## src/rtl/serial_subtractor.sv

```systemverilog
// serial_subtractor: computes diff = a - b - cin over WIDTH-bit unsigned
// operands, DIGIT bits per clock, LSB slice first. The borrow ripples between
// slices through a register; start/busy/done frame each operation.
module serial_subtractor #(
  parameter int WIDTH = 8,
  parameter int DIGIT = 1
) (
  input  logic             clk,
  input  logic             rst,
  input  logic             start,
  input  logic [WIDTH-1:0] a,
  input  logic [WIDTH-1:0] b,
  input  logic             cin,
  output logic             busy,
  output logic             done,
  output logic [WIDTH-1:0] diff,
  output logic             borrow,
  output logic             zero
);

  localparam int N  = WIDTH / DIGIT;
  localparam int CW = (N > 1) ? $clog2(N) : 1;

  // Reject parameter sets that cannot be split into whole slices.
  generate
    if (WIDTH < 1 || DIGIT < 1 || DIGIT > WIDTH || (WIDTH % DIGIT) != 0) begin : g_bad_params
      $error("serial_subtractor: need 1 <= DIGIT <= WIDTH and WIDTH %% DIGIT == 0");
    end
  endgenerate

  typedef enum logic [1:0] {
    IDLE = 2'd0,
    RUN  = 2'd1,
    DONE = 2'd2
  } state_t;

  state_t           state_q, state_d;
  logic [WIDTH-1:0] a_sh_q, a_sh_d;
  logic [WIDTH-1:0] b_sh_q, b_sh_d;
  logic             br_q, br_d;
  logic [CW-1:0]    cnt_q, cnt_d;
  logic [WIDTH-1:0] diff_q, diff_d;
  logic             borrow_q, borrow_d;
  logic             zero_q, zero_d;

  // One slice of the subtraction, one bit wider so the top bit is the borrow.
  logic [DIGIT:0]   slice;
  logic [DIGIT-1:0] slice_d;
  logic             slice_bo;
  logic [WIDTH-1:0] full_res;

  assign slice    = {1'b0, a_sh_q[DIGIT-1:0]} - {1'b0, b_sh_q[DIGIT-1:0]} - {{DIGIT{1'b0}}, br_q};
  assign slice_d  = slice[DIGIT-1:0];
  assign slice_bo = slice[DIGIT];

  // Partial result: holds the slices already computed, MSB-aligned so that
  // the current slice completes the word when it enters from the top.
  generate
    if (DIGIT < WIDTH) begin : g_res
      logic [WIDTH-DIGIT-1:0] res_q, res_d;

      assign full_res = {slice_d, res_q};

      // Shift the new slice in from the MSB side while running.
      always_comb begin
        res_d = res_q;
        if (state_q == RUN) res_d = full_res[WIDTH-1:DIGIT];
      end

      // Partial-result register.
      always_ff @(posedge clk or posedge rst) begin
        if (rst) res_q <= '0;
        else     res_q <= res_d;
      end
    end else begin : g_nores
      // A single slice covers the whole word; nothing to accumulate.
      assign full_res = slice_d;
    end
  endgenerate

  // Next-state and datapath control: capture, per-slice shift, final commit.
  always_comb begin
    state_d  = state_q;
    a_sh_d   = a_sh_q;
    b_sh_d   = b_sh_q;
    br_d     = br_q;
    cnt_d    = cnt_q;
    diff_d   = diff_q;
    borrow_d = borrow_q;
    zero_d   = zero_q;
    case (state_q)
      IDLE: begin
        if (start) begin
          a_sh_d  = a;
          b_sh_d  = b;
          br_d    = cin;
          cnt_d   = '0;
          state_d = RUN;
        end
      end
      RUN: begin
        a_sh_d = a_sh_q >> DIGIT;
        b_sh_d = b_sh_q >> DIGIT;
        br_d   = slice_bo;
        cnt_d  = cnt_q + CW'(1);
        if (cnt_q == CW'(N - 1)) begin
          diff_d   = full_res;
          borrow_d = slice_bo;
          zero_d   = (full_res == '0);
          state_d  = DONE;
        end
      end
      DONE: begin
        state_d = IDLE;
      end
      default: begin
        state_d = IDLE;
      end
    endcase
  end

  // State, operand and result registers; reset abandons any operation.
  always_ff @(posedge clk or posedge rst) begin
    if (rst) begin
      state_q  <= IDLE;
      a_sh_q   <= '0;
      b_sh_q   <= '0;
      br_q     <= 1'b0;
      cnt_q    <= '0;
      diff_q   <= '0;
      borrow_q <= 1'b0;
      zero_q   <= 1'b0;
    end else begin
      state_q  <= state_d;
      a_sh_q   <= a_sh_d;
      b_sh_q   <= b_sh_d;
      br_q     <= br_d;
      cnt_q    <= cnt_d;
      diff_q   <= diff_d;
      borrow_q <= borrow_d;
      zero_q   <= zero_d;
    end
  end

  assign busy   = (state_q == RUN);
  assign done   = (state_q == DONE);
  assign diff   = diff_q;
  assign borrow = borrow_q;
  assign zero   = zero_q;

endmodule
```

## config.mk

```make
export PLATFORM = sky130hd
export DESIGN_NAME = serial_subtractor
export DESIGN_NICKNAME = d
export VERILOG_FILES = /design/src/rtl/serial_subtractor.sv
export SDC_FILE = /design/constraint.sdc
export NUM_CORES = 1
export LEC_CHECK = 0
export CORE_MARGIN = 2
export CORE_UTILIZATION = 45
export DETAILED_ROUTE_END_ITERATION = 16
export MAX_ROUTING_LAYER = met4
export PLACE_DENSITY = 0.69
export SLEW_MARGIN = 15
export SYNTH_ARGS = -nofsm -noshare
export SYNTH_HDL_FRONTEND = slang
export SYNTH_SLANG_ARGS = --single-unit
```

## constraint.sdc

```tcl
create_clock -name clk -period 2.29 [get_ports clk]
set_clock_uncertainty 0.2 [all_clocks]
set_input_delay 0.3435 -clock clk [delete_from_list [all_inputs] [get_ports clk]]
set_output_delay 0.3435 -clock clk [all_outputs]
set_load 0.02 [all_outputs]
```

Word-level counts from Yosys, hierarchy flattened
Index checks and enable logic that the tools add are counted.

storage, ports and cells
  flip-flop bits (word level) = 39
  logic and storage cells = 34

cells by class
  $add $sub $neg = 3
  eq/ne operators = 5
  mux-type cells = 11
  reduce and logical (&&, ||, !) cells = 6

operators with widths
  cell                                                  count
  case mux 8 bit (2 select lines)                       2
  2-to-1 mux 8 bit                                      2
  logical NOT 8 bit                                     1
  case mux 3 bit (2 select lines)                       1
  AND reduction 2 bit                                   3
  2-to-1 mux 2 bit                                      2
  case mux 2 bit (2 select lines)                       1
  adder 3 x 1 -> 3 bit (second input constant)          1
  equality test 3 bit (second input constant)           1
  2-to-1 mux 3 bit                                      1
  equality test 2 x 1 -> 1 bit (second input constant)  1
  equality test 2 bit (second input constant)           1
  logical NOT 2 bit                                     1
  != test 2 x 1 -> 1 bit (second input constant)        1
  != test 2 bit (second input constant)                 1
  case mux 1 bit (2 select lines)                       1
  nonzero test 2 bit                                    1
  subtractor 1 x 1 -> 2 bit                             1
  subtractor 2 x 1 -> 2 bit                             1
  2-to-1 mux 1 bit                                      1

Logic depth before layout (Yosys ltp)
  word-level depth = 3
  mapped depth = 6
  mapped depth without buffers = 5

Worst setup path before layout
OpenSTA, ideal clock, no wires.

  path kind = register to register
  start point = register cnt_q[0]
  end point = register borrow_q, in the netlist borrow
  library setup time = 0.125 ns
  arrival = 1.384 ns
  slack = 0.581 ns
  stages on the path, launching flop included = 6
  path buffers = 1
  cell sequence = dfrtp_1 -> ha_1 -> ha_1 -> nand3b_1 -> buf_4 -> mux2_2

on the way
  cells in the longest elaborated chain, start to end = 2

ends and longest elaborated chain
  what                           line  source
  from (decl)                    41    logic [CW-1:0] cnt_q, cnt_d;
  from (signal assigned)         138   cnt_q <= cnt_d;
  equality test 3 bit            106   if (cnt_q == CW'(N - 1)) begin
  AND reduction 2 bit (no line)  n/a
  to (signal assigned)           140   borrow_q <= borrow_d;
  to (decl)                      43    logic borrow_q, borrow_d;

Every way passes these cells.
A chain may end at the register's enable or synchronous reset.

Worst setup path in the final report
  start point = register state_q[0]
  end point = output done

on the way
  cells in the longest elaborated chain, start to end = 1

ends and longest elaborated chain
  what                    line  source
  from (decl)             37    state_t state_q, state_d;
  from (signal assigned)  134   state_q <= state_d;
  equality test 2 bit     146   assign done = (state_q == DONE);
  to (decl)               15    output logic done,

Every way passes these cells.

==> reports/summary.txt <==
Tmin final - 2100 ps
ys flop type - dfrtp_1
Diodes inserted - 0
Gate Count Post-Synth - 132
Starting Density - 0.463
Remaining DRCs - 0
total negative slack - 0 ps
H-tree levels - 2
total grt overflow - 0
Global Route Usage Sum - 0.160
post-synthesis compound-gate area fraction - 0.0892
clk slew on worst S/H paths - 70 ps
CP Max Fanout - 7
sw frac - 0.340
die height - 64.9 um
internal power - 1.83 mW
Final HPWL DP - 1980 um
Least-Margin Pin Slew - 527 ps
EDFF count, synth - 0
asr flop ratio synth - 1.00
vias - 1062
Synth Area in Adders - 0.0270
Final nets - 189
fill count - 322
die area - 4210 um^2
Avg Inst Size Synth - 12.6 um^2
CORE AREA - 3610 um^2
Pwr Density - 1330 nW/um^2
f_max - 0.476 GHz
switching pwr - 942 uW
I/O pin cnt - 32
CP endpoint kind - output pin
worst vdd ir - 0.000603 V
Hold Path Class - in2async
IO Port Bufs - 31
die width - 64.9 um
MaxCap Viol Count - 0
Synth Area in XOR/XNOR - 0
Pwr Total - 2.77 mW
share of cells above drive strength 1 - 0.150
critical path class - reg2out
vias per cell - 4.94
post-CTS sizing - 0
DRT antenna net count - 0
dominant cell type by area after synthesis - dfrtp_1
worst endpoint required time - 1750 ps
synthesized cell area - 1670 um^2
largest family of logic cells by synthesized area - multiplexers
setup violators final - 0
Layout area overhead - 25.0%
Routed WL - 2740 um
relative slew slack - 0.648
clk buf depth - 2
yosys warns - 0
initial antenna violation count - 0
Mapped Nets - 155
DR iter-0 viols - 59
RSZ-0062 raised after global routing - no
row count - 22
Yosys top cell area share - 0.585
Comb power frac - 0.409
Post-CTS Hold Buffers - 0
register area - 976 um^2
mux cell area share after synthesis - 0.185
multi-input logic area - 624 um^2
first-pass GRT wire length - 4930 um
Arrival @ worst endpoint - 1560 ps
Clock Sinks - 39
register area share after synthesis - 0.585
simple-gate share of the synthesized area - 0.0727
final hold vios - 0
Slew Viols, Final - 0
CTS Buf Count - 5
status - complete, no violations
Final Cycle Share - 0.918
LEAKAGE - 0.961 nW
GPL Wtd Cong - 0.732
CTS tree - built
post-CTS setup buffer count - 0
synth unique cells - 24
clock root cell - clkbuf_8
drt first pass iters - 3
largest net degree at the start of global routing - 40
Seq pwr share - 0.434
Clk network pwr share - 0.157
vias in the first global route - 1129
CP Launch Type - register
Skew-Pair Late Insertion Delay - 290 ps
wire length per cell - 12.7 um
largest cells by area after synthesis - dfrtp_1, mux2_2, mux2i_1, o21ai_1, nand2_1
#FFs+latches synth - 39
==> metrics by stage <==
| step | setup WS (ps) | hold WS, ps | util | std cells | cell area, um^2 |
|---|---|---|---|---|---|
| after floorplan | 581 | 255 | - | 132 | 1670 |
| after global placement | 440 | 264 | 0.556 | 207 | 2000 |
| after detailed placement | 384 | 272 | 0.556 | 207 | 2000 |
| after CTS | 169 | 287 | 0.578 | 215 | 2090 |
| after global routing | 116 | 323 | 0.578 | 215 | 2090 |
| final | 188 | 264 | 0.578 | 215 | 2090 |
==> sequential cells by signal (all words and copies together), names as in the netlist <==
name / count
b_sh_q: 8
g_res.res_q: 7
a_sh_q: 8
br_q: 1
cnt_q: 3
diff: 8
borrow: 1
state_q: 2
zero: 1
==> Yosys cell counts, types with 3 or more instances <==
master   instances
o21ai_1         14
nand2_1         18
o21ai_0          3
a22o_1           4
dfrtp_1         39
inv_1            3
mux2i_1         14
mux2_2          15
==> power by group through the flow <==
| stage | Clock, mW | Combinational, mW | Sequential [mW] |
|---|---|---|---|
| 2_1_floorplan | 0 | 0.775 | 1.27 |
| 3_3_place_gp | 0 | 1.12 | 1.21 |
| 3_5_place_dp | 0 | 1.16 | 1.23 |
| 4_1_cts | 0.452 | 1.16 | 1.21 |
| 5_1_grt | 0.486 | 1.27 | 1.25 |
| 6_report | 0.435 | 1.13 | 1.20 |
==> cell type report <==
class	count	share of cell area
multi-input combinational	83	0.299
sequential	39	0.468
timing repair buffer	34	0.160
clock inverter	1	0.00240
inverter	3	0.00540
clock buffer	7	0.0366
tap	48	0.0288
==> layout by cell type (no fill, tap or decap), types with 3 or more instances in the layout <==
cell / netlist / routed
dfrtp_1: 39 / 39
nand2_1: 18 / 18
buf_4: 1 / 3
mux2i_1: 14 / 14
a22o_1: 4 / 4
mux2_2: 15 / 15
inv_1: 3 / 3
o21ai_0: 3 / 3
clkdlybuf4s50_1: 0 / 31
clkbuf_8: 0 / 5
o21ai_1: 14 / 14
==> layer usage <==
| layer | GRT usage | vias to the layer above | share of wire |
|---|---|---|---|
| li1 | - | 522 | - |
| met4 | 0.0638 | 0 | 0.016 |
| met2 | 0.276 | 27 | 0.52 |
| met3 | 0.0556 | 7 | 0.062 |
| met5 | - | - | 0 |
| met1 | 0.169 | 506 | 0.40 |
==> logic make-up after synthesis <==
| logic type | Yosys count |
|---|---|
| DFF | 39 |
| and+or+nand+nor | 26 |
| buffers and inverters | 10 |
| AOI/OAI and AO/OA | 25 |
| muxes | 29 |
| adders and majority gates | 3 |
==> final timing paths <==
| check | startpoint | endpoint | slack, ps | cells after the start |
|---|---|---|---|---|
| worst max-delay path | state_q[0]$_DFFE_PP0P_ | done | 190 | 2 |
| worst min-delay path | rst | b_sh_q[1]$_DFFE_PP0P_ | 260 | 3 |
| worst max register to register | cnt_q[0]$_DFFE_PP0P_ | diff[2]$_DFFE_PP0P_ | 380 | 4 |
| worst min register to register | diff[7]$_DFFE_PP0P_ | diff[7]$_DFFE_PP0P_ | 290 | 2 |
| max in group asynchronous | rst | b_sh_q[0]$_DFFE_PP0P_ | 1290 | 3 |
| min in group clk | diff[7]$_DFFE_PP0P_ | diff[7]$_DFFE_PP0P_ | 290 | 2 |
==> worst max-delay path: stages (launching register included) <==
cell and delay (ps):
dfrtp_1 450, and2b_1 230, clkdlybuf4s50_1 600
Note: power is estimated with default switching activity, not from simulation.
